==> config.mk <==
export PLATFORM = sky130hd
export DESIGN_NAME = rvm_sensor_filter
export DESIGN_NICKNAME = d
export VERILOG_FILES = /design/src/rtl/rvm_pkg.sv /design/src/rtl/rvm_debounce_ch.sv /design/src/rtl/rvm_sensor_filter.sv
export SDC_FILE = /design/constraint.sdc
export NUM_CORES = 1
export LEC_CHECK = 0
export CAP_MARGIN = 40
export CORE_UTILIZATION = 60
export DETAILED_ROUTE_END_ITERATION = 16
export PLACE_DENSITY = 0.89
export SLEW_MARGIN = 15
export SYNTH_ARGS = -nofsm -noshare
export SYNTH_HDL_FRONTEND = slang
export SYNTH_SLANG_ARGS = --single-unit
==> constraint.sdc <==
create_clock -name clk -period 2.9 [get_ports clk]
set_clock_uncertainty 0.1 [all_clocks]
set_input_delay 0.58 -clock clk [delete_from_list [all_inputs] [get_ports clk]]
set_output_delay 0.58 -clock clk [all_outputs]
set_load 0.005 [all_outputs]
==> src/rtl/rvm_pkg.sv <==
// rtl/rvm_pkg.sv - shared constants and per-channel state type for the sensor filter
package rvm_pkg;

  localparam int RVM_NUM_SENSORS     = 4;
  localparam int RVM_DEBOUNCE_CYCLES = 1_000_000;
  localparam int RVM_CNT_W           = 20;

  typedef enum logic {
    STABLE  = 1'b0,
    QUALIFY = 1'b1
  } ch_state_e;

endpackage

==> src/rtl/rvm_debounce_ch.sv <==
// rtl/rvm_debounce_ch.sv - one sensor channel: 2-flop synchronizer, qualify FSM, edge pulses
module rvm_debounce_ch
  import rvm_pkg::*;
#(
  parameter int DEBOUNCE_CYCLES = RVM_DEBOUNCE_CYCLES,
  parameter int CNT_W           = RVM_CNT_W
) (
  input  logic clk,
  input  logic reset,
  input  logic raw,
  output logic clean,
  output logic rise,
  output logic fall
);

  localparam logic [CNT_W-1:0] CNT_LAST = CNT_W'(DEBOUNCE_CYCLES - 1);

  logic             sync1_q, sync1_d;
  logic             sync2_q, sync2_d;
  logic             clean_q, clean_d;
  logic             rise_q, rise_d;
  logic             fall_q, fall_d;
  logic [CNT_W-1:0] cnt_q, cnt_d;
  ch_state_e        state_q, state_d;

  always_comb begin
    sync1_d = raw;
    sync2_d = sync1_q;
    state_d = state_q;
    cnt_d   = cnt_q;
    clean_d = clean_q;
    rise_d  = 1'b0;
    fall_d  = 1'b0;
    case (state_q)
      STABLE: begin
        cnt_d = '0;
        if (sync2_q != clean_q) begin
          if (CNT_LAST == '0) begin
            clean_d = ~clean_q;
            rise_d  = ~clean_q;
            fall_d  = clean_q;
          end else begin
            state_d = QUALIFY;
            cnt_d   = CNT_W'(1);
          end
        end
      end
      QUALIFY: begin
        // A single matching sample throws away the whole qualification run.
        if (sync2_q == clean_q) begin
          state_d = STABLE;
          cnt_d   = '0;
        end else if (cnt_q == CNT_LAST) begin
          state_d = STABLE;
          cnt_d   = '0;
          clean_d = ~clean_q;
          rise_d  = ~clean_q;
          fall_d  = clean_q;
        end else begin
          cnt_d = cnt_q + CNT_W'(1);
        end
      end
      default: begin
        state_d = STABLE;
        cnt_d   = '0;
      end
    endcase
  end

  always_ff @(posedge clk) begin
    if (reset) begin
      sync1_q <= 1'b0;
      sync2_q <= 1'b0;
      state_q <= STABLE;
      cnt_q   <= '0;
      clean_q <= 1'b0;
      rise_q  <= 1'b0;
      fall_q  <= 1'b0;
    end else begin
      sync1_q <= sync1_d;
      sync2_q <= sync2_d;
      state_q <= state_d;
      cnt_q   <= cnt_d;
      clean_q <= clean_d;
      rise_q  <= rise_d;
      fall_q  <= fall_d;
    end
  end

  assign clean = clean_q;
  assign rise  = rise_q;
  assign fall  = fall_q;

endmodule

==> src/rtl/rvm_sensor_filter.sv <==
// rtl/rvm_sensor_filter.sv - array of independent debounce channels for the RVM sensor inputs
module rvm_sensor_filter
  import rvm_pkg::*;
#(
  parameter int NUM_SENSORS     = RVM_NUM_SENSORS,
  parameter int DEBOUNCE_CYCLES = RVM_DEBOUNCE_CYCLES,
  parameter int CNT_W           = RVM_CNT_W
) (
  input  logic                   clk,
  input  logic                   reset,
  input  logic [NUM_SENSORS-1:0] sensor_raw,
  output logic [NUM_SENSORS-1:0] sensor_clean,
  output logic [NUM_SENSORS-1:0] sensor_rise,
  output logic [NUM_SENSORS-1:0] sensor_fall
);

  for (genvar i = 0; i < NUM_SENSORS; i++) begin : g_ch
    rvm_debounce_ch #(
      .DEBOUNCE_CYCLES(DEBOUNCE_CYCLES),
      .CNT_W          (CNT_W)
    ) u_ch (
      .clk  (clk),
      .reset(reset),
      .raw  (sensor_raw[i]),
      .clean(sensor_clean[i]),
      .rise (sensor_rise[i]),
      .fall (sensor_fall[i])
    );
  end

endmodule
### After elaboration in Yosys (flattened, before gate mapping)

Index checks and enable logic that the tools add are counted.

* flip-flop bits (word level): 104
* input bits: 6
* word-level logic and storage cells: 100

* add/sub/neg operators: 4
* equal/unequal tests: 12
* mux-type cells: 32
* bitwise gates (word level): 16
* reductions and logical operators: 8

Operators with widths (count)
* $mux 20: 8
* $pmux 20 s2: 4
* $add 20x1->20 const B: 4
* $eq 20x20->1 const B: 4
* $mux 1: 16
* $not 1->1: 16
* $reduce_or 4->1: 4
* $reduce_and 3->1: 4
* $pmux 1 s2: 4
* $eq 1x1->1: 4
* $ne 1x1->1: 4

### Longest topological paths before layout

Gate-level depths: netlist (run 1).

* word-level depth: 4
* gate-level depth with buffers: 7
* gate-level depth less buffers: 5

### By module

From an unflattened synthesis (run 1), not the netlist that was laid out.

* cell total of the unflattened synthesis: 499
* area, all modules: 4659.5 um^2

Modules (own cells, without submodules)
* rvm_debounce_ch (g_ch[0].u_ch ...): instances 3, cells each 125, area an instance 1167.4 um^2
* rvm_debounce_ch (g_ch[3].u_ch): instances 1, cells each 124, area an instance 1157.4 um^2

### Worst setup path after synthesis (run 1)

Ideal clock, no wire load.

* path type: register -> register
* start point: reg g_ch[2].u_ch.cnt_q[0]
* end point: reg g_ch[2].u_ch.cnt_q[11]
* library setup time: 0.115 ns
* data arrival time: 1.918 ns
* path slack: 0.767 ns
* cell stages (with the launch flop): 8
* path buffers: 2
* clock period less this slack: 2.133 ns
* cell sequence: dfxtp_1 > ha_1 > nand4_2 > or4_1 > clkbuf_1 > o2111ai_2 > buf_4 > nor2_1

* longest elaborated chain between the ends: 4
* elaborated cells between the ends (all ways): 5
* classes of those cells: add/sub: 1; eq/ne: 1; mux: 3

RTL lines
* start: declaration: line rvm_debounce_ch.sv:23 `logic [CNT_W-1:0] cnt_q, cnt_d;`
* start signal: assignment: line rvm_debounce_ch.sv:83 `cnt_q <= cnt_d;`
* $add 20x1->20 / $eq 20x20->1 (equally long branches): line rvm_debounce_ch.sv:60, rvm_debounce_ch.sv:53
* $mux 20 *: line rvm_debounce_ch.sv:53 `end else if (cnt_q == CNT_LAST) begin`
* $mux 20 *: line rvm_debounce_ch.sv:50 `if (sync2_q == clean_q) begin`
* $pmux 20 s2 *: line rvm_debounce_ch.sv:34 `case (state_q)`

Mark *: on every way between the ends. The rest lies on a longest branch, timed or not.
A chain may end at the register's enable or synchronous reset.

### Worst setup path in the final report (run 1)

* start point: reg g_ch[0].u_ch.cnt_q[13]
* end point: reg g_ch[0].u_ch.cnt_q[19]

* longest elaborated chain between the ends: 4
* elaborated cells between the ends (all ways): 5
* classes of those cells: add/sub: 1; eq/ne: 1; mux: 3

RTL lines (line)
* start: declaration: rvm_debounce_ch.sv:23
* start signal: assignment: rvm_debounce_ch.sv:83
* $add 20x1->20 / $eq 20x20->1 (equally long branches): rvm_debounce_ch.sv:60, rvm_debounce_ch.sv:53
* $mux 20 *: rvm_debounce_ch.sv:53
* $mux 20 *: rvm_debounce_ch.sv:50
* $pmux 20 s2 *: rvm_debounce_ch.sv:34

Marks and branches as above.

==> results by group, run 1 <==
Timing
  – Setup ws final: 463 ps
  – Final Hold Slack: approximately 350 ps
  – Peak Freq: roughly 400 MHz
  – Final worst path period need: approximately 2400 ps
  – RSZ-0062 raised after global routing: false
  – Final hold violations: 0
  – Final period util: 84.0%
  – Worst slew margin: 49.8%
  – Slew Viols, Final: 0
  – Worst slew pin tran: 750 ps
  – Sum Neg Setup Slack: 0 ps
  – Final setup viols: 0

Routing
  – First DRT Iteration DRCs: 130
  – Antenna viol nets, final: 0
  – Final wirelength: 8640 µm
  – Highest metal used: met4
  – Metal2 WL: 4230 µm
  – Routed vias/inst: 5.87
  – DR pass1 iterations: 5
  – DRC errors left: 0
  – Met3 wire len: around 310 µm
  – Avg WL per Cell: between 10 and 15 µm
  – Via count: 3709
  – Wire length on met1: roughly 4000 µm

Floorplanning
  – Initial core utilization: 63.0%
  – FP Rows: 31
  – Ports: 18
  – Die Ht: 89.8 µm
  – Die X: 89.8 µm
  – DIE AREA: 8060 µm²
  – CORE AREA: 7330 µm²

Synthesis
  – Yosys reg bits: roughly 100
  – Share of the synthesized area in the top cell type: 45.1%
  – Ranking of synthesized cells by area: dfxtp_1 45%, xnor2_1 5.9%, nor2_1 5.1%, xor2_1 3.6%, or4_1 3.4%
  – Syn avg cell area: 8.80 µm²
  – Synth cell types: 48
  – Net Count, Synth: 535
  – YS warnings: 0
  – Asr flop ratio synth: 0%
  – Post-synthesis sequential area ratio: 45.1%
  – Synth Flop Type: dfxtp_1
  – Number of enable flip-flop cells after synthesis: 0
  – Synth Instances: between 500 and 600
  – Mapped cell area: 4620 µm²
  – Dominant cell type by area after synthesis: dfxtp_1

Placed design
  – IO buf count: 17
  – Placed cells: between 600 and 700
  – Post-DP HPWL: slightly below 6000 µm
  – Setup Slack @ Placement: between 400 and 500 ps
  – Cell Area, Placed: ~4800 µm²
  – GP Congestion: 0.856

Finish
  – Non-Filler Instances: 632
  – Fillcell total: 591
  – Layout area overhead: 9.61%
  – # nets final: approximately 540
  – Fin util: 69.1%
  – Diodes inserted: 0
  – Layout cells sized above 1: ~5.6%
  – Design area: 5060 µm²

Power
  – Power density cells: 534 nW/µm²
  – Leak: 1.49 nW
  – Worst IR drop on VDD: approximately 0.36 mV
  – Final Power: 2.70 mW

Clock tree
  – Number of hold buffers added after CTS: 0
  – CTS Root Cell: clkbuf_8
  – CTS Buf Count: 9
  – CTS tree: built
  – CTS max path bufs: 2
  – Cells resized by post-CTS repair: 0
  – Skew-Pair Late Insertion Delay: 370 ps
  – H-tree Lvls: 3
  – Sink Count: about 100
  – Clock-pin slew on the worst setup and hold paths: 90 ps
  – Post-CTS Setup Bufs: 0

GRT
  – Vias in the first global route: 3499
  – GR Util All Layers: 22.8%
  – First-pass GRT wire length: 15200 µm
  – Initial antenna violation count: 0
  – Pin count of the biggest net entering global routing: 20
  – Grt ovf: 0

Critical path
  – FF-to-FF Start: g_ch[0].u_ch.cnt_q[13]$_SDFF_PP0_
  – Critical Path RT: 3030 ps
  – Critical-path maximum fanout: 19
  – Buf/Inv on CP: 0
  – Slowest CP cell: a211o_1
  – Critical path origin: g_ch[0].u_ch.cnt_q[13]$_SDFF_PP0_
  – Delay-heaviest family, CP: simple AND/OR/NAND/NOR gates
  – Setup crit end kind: register
  – CP max stage delay: just over 600 ps
  – WP data arrival: approximately 2600 ps
  – CP Class: reg -> reg
  – Setup crit start kind: register
  – Cell Chain, Critical Path: or4_1 -> nor4_2 -> a211o_1 -> a21oi_1

Min path
  – Tightest Hold Check Type: reg -> reg
  – Hold_sp: g_ch[0].u_ch.sync1_q$_SDFF_PP0_

Flow run
  – Max Cap Violations: 0

Status
  – Status: completed
[cell families (layout without fill, tap and decap cells)]
kind of cell    Yosys count  after routing  synth area share (%)
xor+xnor                 50             50                  9.48
compound gates           74             74                  9.99
simple gates            241            241                  28.8
buf+inv                  52             60                  5.58
flops                   104            104                  45.1
fa+ha+maj                 4              4                  1.08
[final cells by class]
cell class	count	area, µm²	area share (%)
Sequential cell	104	2080	41.1
Inverter	23	86.3	1.70
Clock buffer	9	124	2.45
Tap cell	99	124	2.45
Timing Repair Buffer	21	200	3.95
Multi-Input combinational cell	369	2280	45.0
Clock inverter	7	168	3.31
[synth_stat cells, types with 4 or more instances]
| library cell | count |
|---|---|
| a21oi_1 | 31 |
| and3_1 | 5 |
| and4_1 | 6 |
| buf_4 | 14 |
| clkbuf_1 | 11 |
| dfxtp_1 | 104 |
| ha_1 | 4 |
| inv_1 | 22 |
| nand2_1 | 30 |
| nand2b_1 | 4 |
| nand3_1 | 28 |
| nand4_1 | 20 |
| nor2_1 | 63 |
| nor2b_1 | 8 |
| nor3_1 | 15 |
| nor4_1 | 9 |
| o21ai_0 | 15 |
| o31ai_1 | 11 |
| or3_1 | 14 |
| or4_1 | 21 |
| xnor2_1 | 31 |
| xor2_1 | 19 |
[worst reg2reg max path: cells and delay by family, from the launching register on]
| family | cells | cell delay [ps] |
|---|---|---|
| DFF | 1 | 360 |
| and+or+nand+nor | 2 | 1130 |
| AOI/OAI and AO/OA | 2 | 710 |
[sequential cells by signal, summed over array words and instances, names as in the netlist]
signal,cells
g_ch.u_ch.state_q,4
g_ch.u_ch.cnt_q,80
g_ch.u_ch.sync1_q,4
g_ch.u_ch.rise,4
g_ch.u_ch.clean,4
g_ch.u_ch.sync2_q,4
g_ch.u_ch.fall,4
[routing by layer]
layer,track usage [%],vias to the layer above
met4,9.56,0
met5,0,-
li1,-,1853
met2,38.7,71
met1,27.6,1772
met3,5.41,13
[report_power, final]
part           internal (mW)  switching [mW]  leakage (nW)
combinational         0.0138          0.0123         0.506
clock                  0.750           0.485         0.144
sequential              1.43         0.00700         0.840
[cells in the final DEF, fill, tap and decap left out, types with 4 or more instances in the layout]
| master | synthesis | routed |
|---|---|---|
| dfxtp_1 | 104 | 104 |
| nor2_1 | 63 | 63 |
| xnor2_1 | 31 | 31 |
| a21oi_1 | 31 | 31 |
| nand2_1 | 30 | 30 |
| nand3_1 | 28 | 28 |
| inv_1 | 22 | 22 |
| or4_1 | 21 | 21 |
| nand4_1 | 20 | 20 |
| xor2_1 | 19 | 19 |
| clkdlybuf4s50_1 | 0 | 17 |
| nor3_1 | 15 | 15 |
| o21ai_0 | 15 | 15 |
| or3_1 | 14 | 14 |
| o31ai_1 | 11 | 11 |
| nor4_1 | 9 | 9 |
| clkbuf_8 | 0 | 9 |
| nor2b_1 | 8 | 8 |
| and4_1 | 6 | 6 |
| and3_1 | 5 | 5 |
| bufinv_16 | 0 | 5 |
| nand2b_1 | 4 | 4 |
| ha_1 | 4 | 4 |
| buf_4 | 14 | 4 |
[final timing paths]
check	to	slack, ps	cells after the start
max	g_ch[0].u_ch.cnt_q[19]$_SDFF_PP0_	460	4
min	g_ch[0].u_ch.sync2_q$_SDFF_PP0_	350	1
max reg2reg	g_ch[0].u_ch.cnt_q[19]$_SDFF_PP0_	460	4
min reg2reg	g_ch[0].u_ch.sync2_q$_SDFF_PP0_	350	1
Power figures use the tool's default switching activity.
==> run 2: changes to the inputs <==
Settings changed: CORE_UTILIZATION 60 to 54, PLACE_DENSITY 0.89 to 0.85.
Clock period 2.9 ns to 2.1 ns, I/O delays scaled along.
==> run 2 against run 1 <==
Die area is 11% higher. Core utilization decreased by 4.3 points. Cell area up 5.6%. Final cell count rose by 7.9%. Sequential power grew 38%. Critical path type unchanged. Largest cell class unchanged. Largest power group unchanged. Highest routed layer unchanged.
==> results by group, run 2 (synthesis gave the netlist of run 1 again) <==
Clock tree
  – Clock-pin slew on the worst setup and hold paths: 90 ps
  – Post-CTS Setup Bufs: 0
  – CTS max path bufs: 2
  – CTS tree: built
  – Skew-Pair Late Insertion Delay: 360 ps
  – CTS Root Cell: clkbuf_8
  – CTS Buf Count: 9
  – H-tree Lvls: 3
  – Sink Count: approximately 100

Floorplanning
  – Die X: roughly 95 µm
  – FP Rows: 33
  – DIE AREA: slightly below 9000 µm²
  – Die Ht: ~95 µm
  – Initial core utilization: 56.0%
  – CORE AREA: approximately 8300 µm²
  – Ports: 18

Placed design
  – GP Congestion: just under 0.9
  – Post-DP HPWL: between 6000 and 7000 µm
  – IO buf count: 17

Routing
  – Routed vias/inst: ~5.6
  – First DRT Iteration DRCs: 99
  – Avg WL per Cell: 13.4 µm
  – DR pass1 iterations: 4
  – Antenna viol nets, final: 0
  – DRC errors left: 0
  – Via count: 3851
  – Final wirelength: 9150 µm

Critical path
  – Critical-path maximum fanout: 5
  – FF-to-FF Start: g_ch[0].u_ch.cnt_q[15]$_SDFF_PP0_
  – Critical path origin: g_ch[0].u_ch.cnt_q[15]$_SDFF_PP0_
  – R2R cell count: 5
  – CP Class: reg -> reg
  – Setup crit end kind: register
  – Critical Path RT: 2250 ps
  – Setup crit start kind: register
  – WP data arrival: approximately 2200 ps

Timing
  – Final Hold Slack: 348 ps
  – Peak Freq: 489 MHz
  – Final hold violations: 0
  – RSZ-0062 raised after global routing: false
  – Slew Viols, Final: 0
  – Final period util: 97.4%
  – Worst slew margin: 66.3%
  – Final worst path period need: 2050 ps
  – Worst slew pin tran: 502 ps
  – Final setup viols: 0

Finish
  – Diodes inserted: 0
  – Commonest non-fill, non-tap cell in the layout: dfxtp_1
  – Most frequent cells in the layout: 101 x dfxtp_1, 63 x nor2_1, 45 x buf_4, 31 x xnor2_1, 31 x a21oi_1
  – Fin util: 64.8%
  – Layout area overhead: 15.8%
  – Layout cells sized above 1: 14.0%
  – Fillcell total: 686
  – # nets final: 582
  – Max reg flops: 80
  – Top reg by flops: g_ch.u_ch.cnt_q

Power
  – Leak: 1.68 nW
  – Power density cells: 587 nW/µm²
  – Worst IR drop on VDD: approximately 0.33 mV

Flow run
  – Max Cap Violations: 0

Status
  – Status: completed

Min path
  – Tightest Hold Check Type: reg -> reg
  – Hold_sp: g_ch[0].u_ch.sync1_q$_SDFF_PP0_
  – Hold path depth: 1

GRT
  – Initial antenna violation count: 0
  – Vias in the first global route: 3640
  – Pin count of the biggest net entering global routing: 20
  – Grt ovf: 0
  – GR Util All Layers: roughly 22%
  – First-pass GRT wire length: approximately 16000 µm
-- run 2: cell count changes in the layout (fill, tap and decap cells not counted), sizes merged --
| cell | previous run | this run |
|---|---|---|
| clkinv | 3 | 5 |
| buf | 4 | 48 |
| bufinv | 5 | 0 |
| inv | 22 | 23 |
| clkbuf | 9 | 11 |
-- run 2: stage by stage --
stage          TNS, ps  std cells  setup WS, ps  instance area (µm²)  total power [mW]
2_1_floorplan    -94.9        525         -11.9                 4640              2.06
5_1_grt              0        682          2.14                 5350              3.26
6_report             0        682          54.0                 5350              3.14
4_1_cts              0        682          7.42                 5340              3.17
3_3_place_gp         0        666          16.9                 5160              2.08
3_5_place_dp      -230        666         -30.8                 5160              2.08
-- run 2: final cells by class --
type	instances	area (µm²)	area share (%)
inverters	23	86.3	1.61
repair buffers	65	568	10.6
well taps	105	131	2.46
clock buffers	11	131	2.46
multi-input cells	369	2310	43.3
flip-flops and latches	104	2090	39.0
clock inverters	5	32.5	0.608
-- run 2: critical path: stages (launching register included) --
cell and delay (ps):
dfxtp_1 340, or4_1 560, nor4_2 360, buf_4 200, nand3_1 90, nor3_1 280
-- run 2: layer usage --
layer  vias to the layer above  wire length, µm  GRT usage (%)
met5                         -                0              0
met4                         0              116           7.95
met3                         9              271           5.39
met2                        65             4580           38.0
met1                      1826             4180           25.8
li1                       1951                -              -
-- run 2: path summary, 6_finish.rpt --
path                                     end  slack (ps)
max             g_ch[0].u_ch.rise$_SDFF_PP0_          50
min          g_ch[0].u_ch.sync2_q$_SDFF_PP0_         350
max reg2reg     g_ch[0].u_ch.rise$_SDFF_PP0_          50
min reg2reg  g_ch[0].u_ch.sync2_q$_SDFF_PP0_         350
-- run 2: power breakdown --
| part | total (mW) | switching, mW | internal [mW] |
|---|---|---|---|
| sequential | 1.99 | 0.00823 | 1.98 |
| clock | 1.10 | 0.668 | 0.433 |
| combinational | 0.0463 | 0.0210 | 0.0253 |
| total | 3.14 | 0.697 | 2.44 |
-- run 2: timing repair --
item / 4_1_cts / 5_1_grt
endpoints found under the setup margin: 22 / 10
pin swaps: 0 / 1
resized for setup: 2 / 4
hold buffers: 0 / 0
